`src/rtl/uart_rfifo_pkg.sv`:
```
// rtl/uart_rfifo_pkg.sv - shared UART receive FIFO constants
package uart_defines;
  localparam int UART_FIFO_REC_WIDTH = 11;
  localparam int UART_FIFO_DEPTH     = 16;
  localparam int UART_FIFO_POINTER_W = 4;
  localparam int UART_FIFO_COUNTER_W = 5;
endpackage

```
`src/rtl/uart_rfifo_mem.sv`:
```
// rtl/uart_rfifo_mem.sv - 16-entry register array, one write port, async read port
module uart_rfifo_mem
  import uart_defines::*;
#(
  parameter int width = UART_FIFO_REC_WIDTH
) (
  input  logic                           clk,
  input  logic                           we,
  input  logic [UART_FIFO_POINTER_W-1:0] waddr,
  input  logic [width-1:0]               wdata,
  input  logic [UART_FIFO_POINTER_W-1:0] raddr,
  output logic [width-1:0]               rdata
);
  logic [width-1:0] mem [UART_FIFO_DEPTH];

  always_ff @(posedge clk) begin
    if (we) mem[waddr] <= wdata;
  end

  assign rdata = mem[raddr];
endmodule

```
`src/rtl/uart_rfifo.sv`:
```
// rtl/uart_rfifo.sv - UART receive FIFO with per-entry line status and sticky overrun
module uart_rfifo
  import uart_defines::*;
#(
  parameter int fifo_width = UART_FIFO_REC_WIDTH
) (
  input  logic                           clk,
  input  logic                           fifo_reset,
  input  logic [fifo_width-1:0]          data_in,
  input  logic                           push,
  input  logic                           pop,
  input  logic                           reset_status,
  output logic [fifo_width-1:0]          data_out,
  output logic [UART_FIFO_COUNTER_W-1:0] count,
  output logic                           read_empty,
  output logic                           overrun,
  output logic                           error_bit
);
  logic [UART_FIFO_POINTER_W-1:0] top, bottom;
  logic [2:0] status [UART_FIFO_DEPTH];
  logic full, empty, do_pop, do_write, lost;

  assign full  = (count == UART_FIFO_COUNTER_W'(UART_FIFO_DEPTH));
  assign empty = (count == '0);

  // A full FIFO still accepts a push when a pop frees the head slot in the same edge.
  assign do_pop   = pop && !empty;
  assign do_write = push && (!full || pop);
  assign lost     = push && full && !pop;

  uart_rfifo_mem #(.width(fifo_width)) u_mem (
    .clk   (clk),
    .we    (do_write),
    .waddr (top),
    .wdata (data_in),
    .raddr (bottom),
    .rdata (data_out)
  );

  // Status of vacated slots is zeroed so error_bit can OR the whole array.
  always_ff @(posedge clk or posedge fifo_reset) begin
    if (fifo_reset) begin
      top     <= '0;
      bottom  <= '0;
      count   <= '0;
      overrun <= 1'b0;
      for (int i = 0; i < UART_FIFO_DEPTH; i++) status[i] <= '0;
    end else begin
      if (do_pop) begin
        status[bottom] <= '0;
        bottom         <= bottom + 1'b1;
      end
      if (do_write) begin
        status[top] <= data_in[2:0];
        top         <= top + 1'b1;
      end
      count <= count + UART_FIFO_COUNTER_W'(do_write) - UART_FIFO_COUNTER_W'(do_pop);
      if (lost)              overrun <= 1'b1;
      else if (reset_status) overrun <= 1'b0;
    end
  end

  always_comb begin
    error_bit = 1'b0;
    for (int i = 0; i < UART_FIFO_DEPTH; i++) error_bit = error_bit | (|status[i]);
  end

  assign read_empty = empty;
endmodule

```
`config.mk`:
```
export PLATFORM = sky130hd
export DESIGN_NAME = uart_rfifo
export DESIGN_NICKNAME = d
export VERILOG_FILES = /design/src/rtl/uart_rfifo_pkg.sv /design/src/rtl/uart_rfifo_mem.sv /design/src/rtl/uart_rfifo.sv
export SDC_FILE = /design/constraint.sdc
export NUM_CORES = 1
export LEC_CHECK = 0
export ABC_AREA = 1
export CORE_MARGIN = 4
export CORE_UTILIZATION = 29
export CTS_CLUSTER_DIAMETER = 100
export DETAILED_ROUTE_END_ITERATION = 6
export PLACE_DENSITY = 0.47
export SLEW_MARGIN = 20
export SYNTH_ARGS = -nofsm -noshare
export SYNTH_HDL_FRONTEND = slang
export SYNTH_SLANG_ARGS = --single-unit
```
`constraint.sdc`:
```
create_clock -name clk -period 6.85 [get_ports clk]
set_input_delay 1.37 -clock clk [delete_from_list [all_inputs] [get_ports clk]]
set_output_delay 1.37 -clock clk [all_outputs]
set_load 0.05 [all_outputs]
```
==> summary.txt, run 1 <==
CP max FO: 54
Slew Viols, Final: 0
number of flops mapped to enable cells by yosys: 176
required time worst endpoint: 5.48 ns
CTS tree: yes
Leak: 6.00 nW
Core Region: 37800 µm²
Gate Count Post-Synth: 1221
clk slew on worst S/H paths: 0.06 ns
FP Rows: 71
I/O pin cnt: 35
cell area after synthesis: 11200 µm²
final setup violation count: 0
CP Class: reg2out
Final WS setup: 2.08 ns
Worst Path Arrival: 3.40 ns
DRT Pass-1 Iters: 5
Remaining Overflow, GRT: 0
initial DRC count: 494
Tcrit/Tclk final: 69.6%
dpl hpwl: 15700 µm
Max transition margin: 28.5%
most frequent cells in the layout: nand2_1 (431), inv_1 (231), edfxtp_1 (176)
Final ANT Viol Nets: 0
P&R area growth vs syn: 14.8%
largest net degree at the start of global routing: 92
status: finished, final reports clean
H-tree Lvls: 1
worst-margin pin slew: 1.07 ns
dpl ws: 2.14 ns
Max Cap Violations: 0
CTS Buf Count: 28
share of layout cells above drive strength 1: 6.32%
die height: 205 µm
worst-case vdd ir drop: 0.239 mV
YS warnings: 0
Tmin final: 4.77 ns
RSZ-0062 raised after global routing: no
Final Skew: 0.0192 ns
Synth cell types: 27
# DRC: 0
DR WL/cell: 15.1 µm
via count: 7599
post_cts resized: 0
Post-Place Cells: 1728
Chip Width: 205 µm
FF+latch count, synth: 238
worst hold path type: reg2reg
Achievable Freq: 210 MHz
Syn Nets: 1252
commonest non-fill, non-tap cell in the layout: nand2_1
Critical Path Start Type: flip-flop
RD Place Congestion: 0.756
# diodes: 0
Starting Density: 29.6%
input/output buffers: 34
Die ar.: 41800 µm²
CTS sink count: 238
critical path capture point type: output port
Final #Nets: 1278
Finished Layout Cells: 1777
Post-CTS Hold Fix Bufs: 0
Async S/R FF share, synth: 26.1%
antenna violations before repair: 0
vias in the first global route: 7326
Root Buffer: clkbuf_16
Clock Path Buffers: 3
Fin. Hold Viols: 0
final wirelength: 26900 µm
GRT Util Overall: 13.0%
PwrDens: 432 nW/µm²
first-pass GRT wire length: 42500 µm
top_reg_cell synth: edfxtp_1
setup bufs post-CTS: 0
register area share after synthesis: 61.0%
vias per cell: 4.28
later-pin clock latency in the skew report: 0.55 ns
Setup TNS Final: 0 ns
Mean Syn Cell Area: 9.17 µm²
fill cell count: 3965
state kept, by name, summed over array words and instances, names as in the netlist:
register	cells
u_mem.mem	176
status	48
count	5
bottom	4
top	4
overrun	1
synth_stat cells (3+ instances only):
| cell type | n | area [µm²] |
|---|---|---|
| nand3_1 | 144 | 721 |
| nand3_4 | 9 | 158 |
| nor2_2 | 5 | 31.3 |
| ha_1 | 14 | 175 |
| o21ai_0 | 3 | 15.0 |
| edfxtp_1 | 176 | 5290 |
| clkbuf_1 | 7 | 26.3 |
| nor2_1 | 45 | 169 |
| nand3b_1 | 4 | 30.0 |
| xor2_1 | 7 | 61.3 |
| buf_2 | 28 | 140 |
| inv_1 | 232 | 871 |
| nand4_1 | 17 | 106 |
| inv_2 | 14 | 52.6 |
| nand2_1 | 431 | 1620 |
| buf_4 | 8 | 60.1 |
| buf_6 | 3 | 33.8 |
| dfrtp_1 | 62 | 1550 |
per-layer routing:
metal / up-vias / track usage [%] / part of all wire [%]
li1: 3845 / - / -
met3: 42 / 1.87 / 4.1
met1: 3571 / 18.8 / 48
met2: 141 / 20.6 / 45
met5: - / 0 / 0
met4: 0 / 3.59 / 2.8
stage by stage:
| stage | area (µm²) | power [mW] | utilization [%] | hold WS [ns] |
|---|---|---|---|---|
| 2_1_floorplan | 11200 | 3.55 | - | 0.469 |
| 3_3_place_gp | 12000 | 4.18 | 31.7 | 0.483 |
| 5_1_grt | 12900 | 5.96 | 34.0 | 0.520 |
| 3_5_place_dp | 12000 | 4.19 | 31.7 | 0.487 |
| 4_1_cts | 12900 | 5.66 | 34.0 | 0.501 |
| 6_report | 12900 | 5.55 | 34.0 | 0.497 |
critical path, cell delays in order, from the launching register on:
cell and delay [ns]:
dfrtp_2 0.40, inv_2 0.53, buf_4 0.62, nand2_1 0.10, nand3_1 0.09, nand2_1 0.07, nand2_1 0.05, nand2_1 0.06
inv_1 0.07, nand2_1 0.11, clkdlybuf4s50_1 0.73
worst paths after layout:
kind	cells past startpoint	endpoint	from	slack (ns)
worst max-delay path	10	data_out[0]	bottom[0]	2.08
worst min-delay path	2	status[17]	status[17]	0.50
worst max register to register	12	count[4]	count[2]	3.49
worst min register to register	2	status[17]	status[17]	0.50
max in group asynchronous	3	bottom[0]	fifo_reset	4.86
min in group asynchronous	3	count[3]	fifo_reset	1.39
where the power goes:
part	switching [mW]	internal, mW
sequential	0.135	1.81
clock	0.583	0.857
combinational	1.51	0.653
total	2.23	3.32
area by class of cell:
class,count,area (µm²),area share (%)
flip-flops and latches,238,6840,53.2
repair buffers,42,400,3.11
clock inverters,16,161,1.25
inverters,247,927,7.21
well taps,511,639,4.97
clock buffers,33,719,5.59
multi-input cells,690,3180,24.7
cells by family (layout without fill, tap and decap cells):
group | count (synthesis) | count (layout) | share of synthesized area, %
simple gates | 658 | 658 | 25.5
buf+inv | 293 | 338 | 10.6
flops | 238 | 238 | 61.0
fa+ha+maj | 15 | 15 | 1.74
xor+xnor | 9 | 9 | 0.704
compound gates | 8 | 8 | 0.369
No activity file was read; power rests on OpenSTA's default activity.
==> inputs of run 2 (changes only) <==
clock period = 4.8 ns   (was 6.85 ns; I/O delays follow)
==> run 2 against run 1 <==
Effect of this change: count of clock-buffer cells in the layout unchanged; via count up 0.18%; sequential power is 43% higher; routed wire length up 0.79%; utilization decreased by 0.083 points; clock skew fell by 0.0015 ns; non-clock buffer count increased by 2; final cell count down 0.17%; global-route usage about the same; critical path type unchanged; critical endpoint unchanged; highest routed layer unchanged.
==> summary.txt, run 2 (synthesis results as in run 1) <==
vias per cell: 4.29 (was 4.28)
GRT Util Overall: 13.0% (about the same)
Chip Width: 205 µm (unchanged)
Achievable Freq: 253 MHz
I/O pin cnt: 35 (unchanged)
Die ar.: 41800 µm² (unchanged)
initial DRC count: 433 (was 494)
critical path startpoint: bottom[2] (was bottom[0])
Starting Density: 29.6% (unchanged)
later-pin clock latency in the skew report: 0.54 ns (was 0.55 ns)
clock share of power: 24.4% (was 25.9%)
DR WL/cell: 15.3 µm (was 15.1 µm)
H-tree Lvls: 1 (unchanged)
vias in the first global route: 7463 (was 7326)
CTS sink count: 238 (unchanged)
Tmin final: 3.96 ns
CP Class: reg2out (unchanged)
RD Place Congestion: 0.747 (was 0.756)
via count: 7613 (was 7599)
post_cts resized: 0 (unchanged)
commonest non-fill, non-tap cell in the layout: nand2_1 (unchanged)
Clock Path Buffers: 3 (unchanged)
required time worst endpoint: 3.84 ns (was 5.48 ns)
Worst Path Arrival: 3.00 ns (was 3.40 ns)
setup bufs post-CTS: 0 (unchanged)
critical path capture point type: output port (unchanged)
CP max FO: 15 (was 54)
Root Buffer: clkbuf_16 (unchanged)
Fin. Hold Viols: 0 (unchanged)
Setup TNS Final: 0 ns (unchanged)
# DRC: 0 (unchanged)
R2R Setup Slk: 1.51 ns (was 3.49 ns)
die height: 205 µm (unchanged)
Final #Nets: 1279 (was 1278)
PwrDens: 612 nW/µm² (was 432 nW/µm²)
Slew Viols, Final: 0 (unchanged)
Max Cap Violations: 0 (unchanged)
most frequent cells in the layout: nand2_1 (431), inv_1 (231), edfxtp_1 (176) (unchanged)
slowest stage cell on the critical path: clkdlybuf4s50_1 (unchanged)
Crit Reg-Reg Startpoint: count[2] (unchanged)
fill cell count: 3902 (was 3965)
clk slew on worst S/H paths: 0.07 ns (was 0.06 ns)
Final ANT Viol Nets: 0 (unchanged)
Tcrit/Tclk final: 82.5%
Sequential Power Share: 35.5% (was 35.1%)
largest net degree at the start of global routing: 92 (unchanged)
final wirelength: 27100 µm (was 26900 µm)
Top cell by count, worst path: nand2_1 (unchanged)
Core Region: 37800 µm² (unchanged)
multi-input logic area: 3180 µm² (unchanged)
worst-case vdd ir drop: 0.316 mV (was 0.239 mV)
Critical Path Start Type: flip-flop (unchanged)
first-pass GRT wire length: 42700 µm (was 42500 µm)
CP max stage delay: 0.84 ns (was 0.73 ns)
Tot Pwr: 7.85 mW (was 5.55 mW)
Remaining Overflow, GRT: 0 (unchanged)
dpl hpwl: 16100 µm (was 15700 µm)
max reg flops: 176 (unchanged)
Top Registers: u_mem.mem (176), status (48), count (5) (unchanged)
P&R area growth vs syn: 14.6% (was 14.8%)
antenna violations before repair: 0 (unchanged)
Reg with most FFs: u_mem.mem (unchanged)
DRT Pass-1 Iters: 4 (was 5)
Max transition margin: 28.5% (about the same)
# diodes: 0 (unchanged)
input/output buffers: 34 (unchanged)
cell-internal power: 4.66 mW (was 3.32 mW)
Post-Place Cells: 1730 (was 1728)
CTS tree: yes (unchanged)
CTS Buf Count: 27 (was 28)
share of layout cells above drive strength 1: 6.33% (was 6.32%)
critical path cell sequence: inv_2 -> nor2_2 -> nand2_1 -> nand2_1 -> inv_1 -> nand2_1 -> clkdlybuf4s50_1 (was inv_2 -> buf_4 -> nand2_1 -> nand3_1 -> nand2_1 -> nand2_1 -> nand2_1 -> inv_1 -> nand2_1 -> clkdlybuf4s50_1)
status: finished, final reports clean (unchanged)
RSZ-0062 raised after global routing: no (unchanged)
Finished Layout Cells: 1774 (was 1777)
Post-CTS Hold Fix Bufs: 0 (unchanged)
worst-margin pin slew: 1.07 ns (about the same)
CP endpoint: data_out[0] (unchanged)
worst hold path type: reg2reg (unchanged)
Storage cell area: 6840 µm² (unchanged)
final setup violation count: 0 (unchanged)
R2R Path End: count[4] (unchanged)
Comb power frac: 40.1% (was 39.0%)
FP Rows: 71 (unchanged)
switching power: 3.19 mW (was 2.23 mW)
Final Skew: 0.0177 ns (was 0.0192 ns)
R2R depth: 12 (unchanged)
Switching Share: 40.6% (was 40.1%)
Leak: 5.98 nW (was 6.00 nW)
[run 2: changes by cell type in the layout (fill, tap and decap cells not counted), sizes merged]
cell / change
clkinv: -4
buf: +3
bufinv: -2
clkdlybuf4s50: -1
clkinvlp: +1
[run 2: worst max-delay path, delay by kind of cell, from the launching register on]
family	cells	cell delay (ns)
and+or+nand+nor	4	1.01
DFF	1	0.52
buffers and inverters	3	0.94
[run 2: worst min-delay path by stage]
stage	start	endpoint	slack, ns	cells after the start
floorplan	status[10]	status[10]	0.47	2
global placement	status[28]	status[28]	0.48	2
detailed placement	status[19]	status[19]	0.49	2
CTS	status[19]	status[19]	0.50	2
global route	status[24]	status[24]	0.52	2
finish	status[35]	status[35]	0.50	2
[run 2: layout make-up]
| class | count | share of cell area [%] |
|---|---|---|
| Inverter | 247 | 7.24 |
| Sequential cell | 238 | 53.3 |
| Clock buffer | 33 | 5.60 |
| Multi-Input combinational cell | 690 | 24.7 |
| Clock inverter | 11 | 0.644 |
| Tap cell | 511 | 4.98 |
| Timing Repair Buffer | 44 | 3.49 |
[run 2: power by group through the flow]
stage	sequential, mW	combinational (mW)	clock, mW
after floorplan	2.84	2.22	0
after global placement	2.82	3.20	0
after detailed placement	2.82	3.20	0
after CTS	2.79	3.21	1.98
after global routing	2.83	3.55	2.05
final	2.79	3.15	1.92
[run 2: through the flow]
stage                     cell area, µm²  hold WS, ns  utilization (%)  setup slack [ns]
after CTS                          12800        0.502             33.9             0.760
after detailed placement           12000        0.488             31.8             0.993
after global routing               12800        0.522             33.9             0.629
after floorplan                    11200        0.469                -              2.11
after global placement             12000        0.483             31.8              1.02
final                              12800        0.497             33.9             0.842
[run 2: routing by layer]
layer	global-route usage, %	up-vias	routed length (µm)
li1	-	3848	-
met1	18.4	3598	13000
met2	21.1	125	12500
met3	1.84	42	1030
met4	3.57	0	646
met5	0	-	0
==> inputs of run 3 (changes only) <==
clock period = 3.8 ns   (was 4.8 ns; I/O delays follow)
==> run 3 against run 2 <==
Effect of this change: non-clock buffer count increased by 8; worst hold slack worse by 0.00055 ns; critical path type unchanged; largest power group unchanged; highest routed layer unchanged; via count is 0.91% higher; clock power grew 28%; count of clock-buffer cells in the layout rose by 3.
==> summary.txt, run 3 (synthesis results as in run 1) <==
commonest non-fill, non-tap cell in the layout: nand2_1 (unchanged)
largest net degree at the start of global routing: 63 (was 92)
critical path cell sequence: inv_2 -> buf_4 -> nand3_1 -> nand2_1 -> nand2_1 -> nand2_1 -> inv_1 -> nand2_1 -> buf_4 (was inv_2 -> nor2_2 -> nand2_1 -> nand2_1 -> inv_1 -> nand2_1 -> clkdlybuf4s50_1)
most frequent cells in the layout: nand2_1 (431), inv_1 (231), edfxtp_1 (176) (unchanged)
post-route cell area: 12900 µm² (was 12800 µm²)
CP bufs+invs: 4 (was 3)
FP Rows: 71 (unchanged)
PwrDens: 773 nW/µm² (was 612 nW/µm²)
worst hold path type: reg2reg (unchanged)
Die ar.: 41800 µm² (unchanged)
Leak: 6.04 nW (was 5.98 nW)
Final Skew: 0.0164 ns (was 0.0177 ns)
switching power: 4.08 mW (was 3.19 mW)
Reg with most FFs: u_mem.mem (unchanged)
min-delay src: status[31] (was status[35])
Chip Width: 205 µm (unchanged)
Clock Path Buffers: 3 (unchanged)
max reg flops: 176 (unchanged)
Fin. Hold Viols: 0 (unchanged)
CTS sink count: 238 (unchanged)
R2R Setup Slk: 1.00 ns (was 1.51 ns)
worst-case vdd ir drop: 0.396 mV (was 0.316 mV)
share of layout cells above drive strength 1: 7.67% (was 6.33%)
H-tree Lvls: 1 (unchanged)
first-pass GRT wire length: 44100 µm (was 42700 µm)
later-pin clock latency in the skew report: 0.55 ns (was 0.54 ns)
cell family with most CP delay: buffers and inverters (was simple AND/OR/NAND/NOR gates)
I/O pin cnt: 35 (unchanged)
final wirelength: 27900 µm (was 27100 µm)
DRT Pass-1 Iters: 5 (was 4)
Tot Pwr: 9.94 mW (was 7.85 mW)
vias in the first global route: 7666 (was 7463)
critical path capture point type: output port (unchanged)
P&R area growth vs syn: 14.9% (was 14.6%)
Max transition margin: 44.2% (was 28.5%)
Achievable Freq: 304 MHz
via count: 7682 (was 7613)
# diodes: 0 (unchanged)
Top Registers: u_mem.mem (176), status (48), count (5) (unchanged)
GRT Util Overall: 13.4% (was 13.0%)
input/output buffers: 34 (unchanged)
vias per cell: 4.30 (was 4.29)
hold depth: 2 (unchanged)
Remaining Overflow, GRT: 0 (unchanged)
CP max stage delay: 0.57 ns (was 0.84 ns)
CTS Buf Count: 27 (unchanged)
Final ANT Viol Nets: 0 (unchanged)
Min-Delay Endpoint: status[31] (was status[35])
slowest stage cell on the critical path: dfrtp_2 (was clkdlybuf4s50_1)
Switching Share: 41.0% (was 40.6%)
worst-margin pin slew: 0.838 ns (was 1.07 ns)
R2R depth: 13 (was 12)
required time worst endpoint: 3.04 ns (was 3.84 ns)
RSZ-0062 raised after global routing: no (unchanged)
Worst Path Arrival: 2.53 ns (was 3.00 ns)
Tmin final: 3.29 ns
Top cell by count, worst path: nand2_1 (unchanged)
post_cts resized: 0 (unchanged)
CP max FO: 19 (was 15)
status: finished, final reports clean (unchanged)
area post-placement: 12000 µm² (about the same)
initial DRC count: 459 (was 433)
Core Region: 37800 µm² (unchanged)
clock share of power: 24.7% (was 24.4%)
R2R Path End: count[4] (unchanged)
hold_ws: 0.496 ns (was 0.497 ns)
die height: 205 µm (unchanged)
Sequential Power Share: 35.7% (was 35.5%)
DR WL/cell: 15.6 µm (was 15.3 µm)
Critical Path Start Type: flip-flop (unchanged)
Starting Density: 29.6% (unchanged)
final setup violation count: 0 (unchanged)
Max Cap Violations: 0 (unchanged)
Final #Nets: 1287 (was 1279)
Root Buffer: clkbuf_16 (unchanged)
Crit Reg-Reg Startpoint: count[2] (unchanged)
RD Place Congestion: 0.763 (was 0.747)
CTS tree: yes (unchanged)
Slew Viols, Final: 0 (unchanged)
clk slew on worst S/H paths: 0.06 ns (was 0.07 ns)
cell-internal power: 5.86 mW (was 4.66 mW)
Comb power frac: 39.6% (was 40.1%)
setup bufs post-CTS: 0 (unchanged)
dpl hpwl: 17300 µm (was 16100 µm)
CP Class: reg2out (unchanged)
Post-CTS Hold Fix Bufs: 0 (unchanged)
Tcrit/Tclk final: 86.7%
antenna violations before repair: 0 (unchanged)
Setup TNS Final: 0 ns (unchanged)
# DRC: 0 (unchanged)
==> run 3: cell count changes in the layout (fill, tap and decap cells not counted) <==
cell / delta
buf_12: -2
buf_2: -1
buf_4: +21
clkbuf_1: +3
clkdlybuf4s50_1: -10
clkinv_1: +3
clkinv_2: +1
clkinvlp_4: -2
inv_16: +1
inv_2: +1
inv_6: -1
==> run 3: power by group through the flow <==
| stage | clock network, mW | registers [mW] | logic [mW] |
|---|---|---|---|
| floorplan | 0 | 3.59 | 2.81 |
| finish | 2.45 | 3.55 | 3.94 |
| detailed placement | 0 | 3.60 | 4.01 |
| CTS | 2.53 | 3.56 | 4.02 |
| global route | 2.63 | 3.61 | 4.44 |
| global placement | 0 | 3.59 | 4.01 |
==> run 3: final cells by class <==
type	count	area, µm²
tap	511	639
clock buffer	36	729
timing repair buffer	52	460
inverter	247	927
clock inverter	14	100
fill	3921	25000
multi-input combinational	690	3180
sequential	238	6840
==> run 3: tightest hold or removal path, delay by kind of cell, from the launching register on <==
family / cells / cell delay [ns]
flops: 1 / 0.34
simple gates: 2 / 0.12
==> run 3: how the worst max path moves through the flow <==
stage	to	depth (start not counted)	startpoint	slack [ns]
2_1_floorplan	count[4]	12	count[2]	1.21
3_3_place_gp	count[4]	10	pop	0.78
3_5_place_dp	count[4]	10	pop	0.70
4_1_cts	data_out[7]	9	bottom[1]	0.44
5_1_grt	data_out[2]	9	bottom[1]	0.31
6_report	data_out[0]	9	bottom[1]	0.51
==> run 3: stage by stage <==
stage                     util [%]  setup WS, ns  cells
after floorplan                  -          1.21   1221
after global placement        31.8         0.783   1738
after detailed placement      31.8         0.705   1738
after CTS                     34.0         0.444   1788
after global routing          34.0         0.310   1788
final                         34.0         0.506   1788
==> run 3: metal layers <==
layer / part of all wire (%) / track usage, %
met1: 48 / 18.8
met2: 47 / 22.0
met3: 3.1 / 1.82
met4: 2.3 / 3.33
met5: 0 / 0
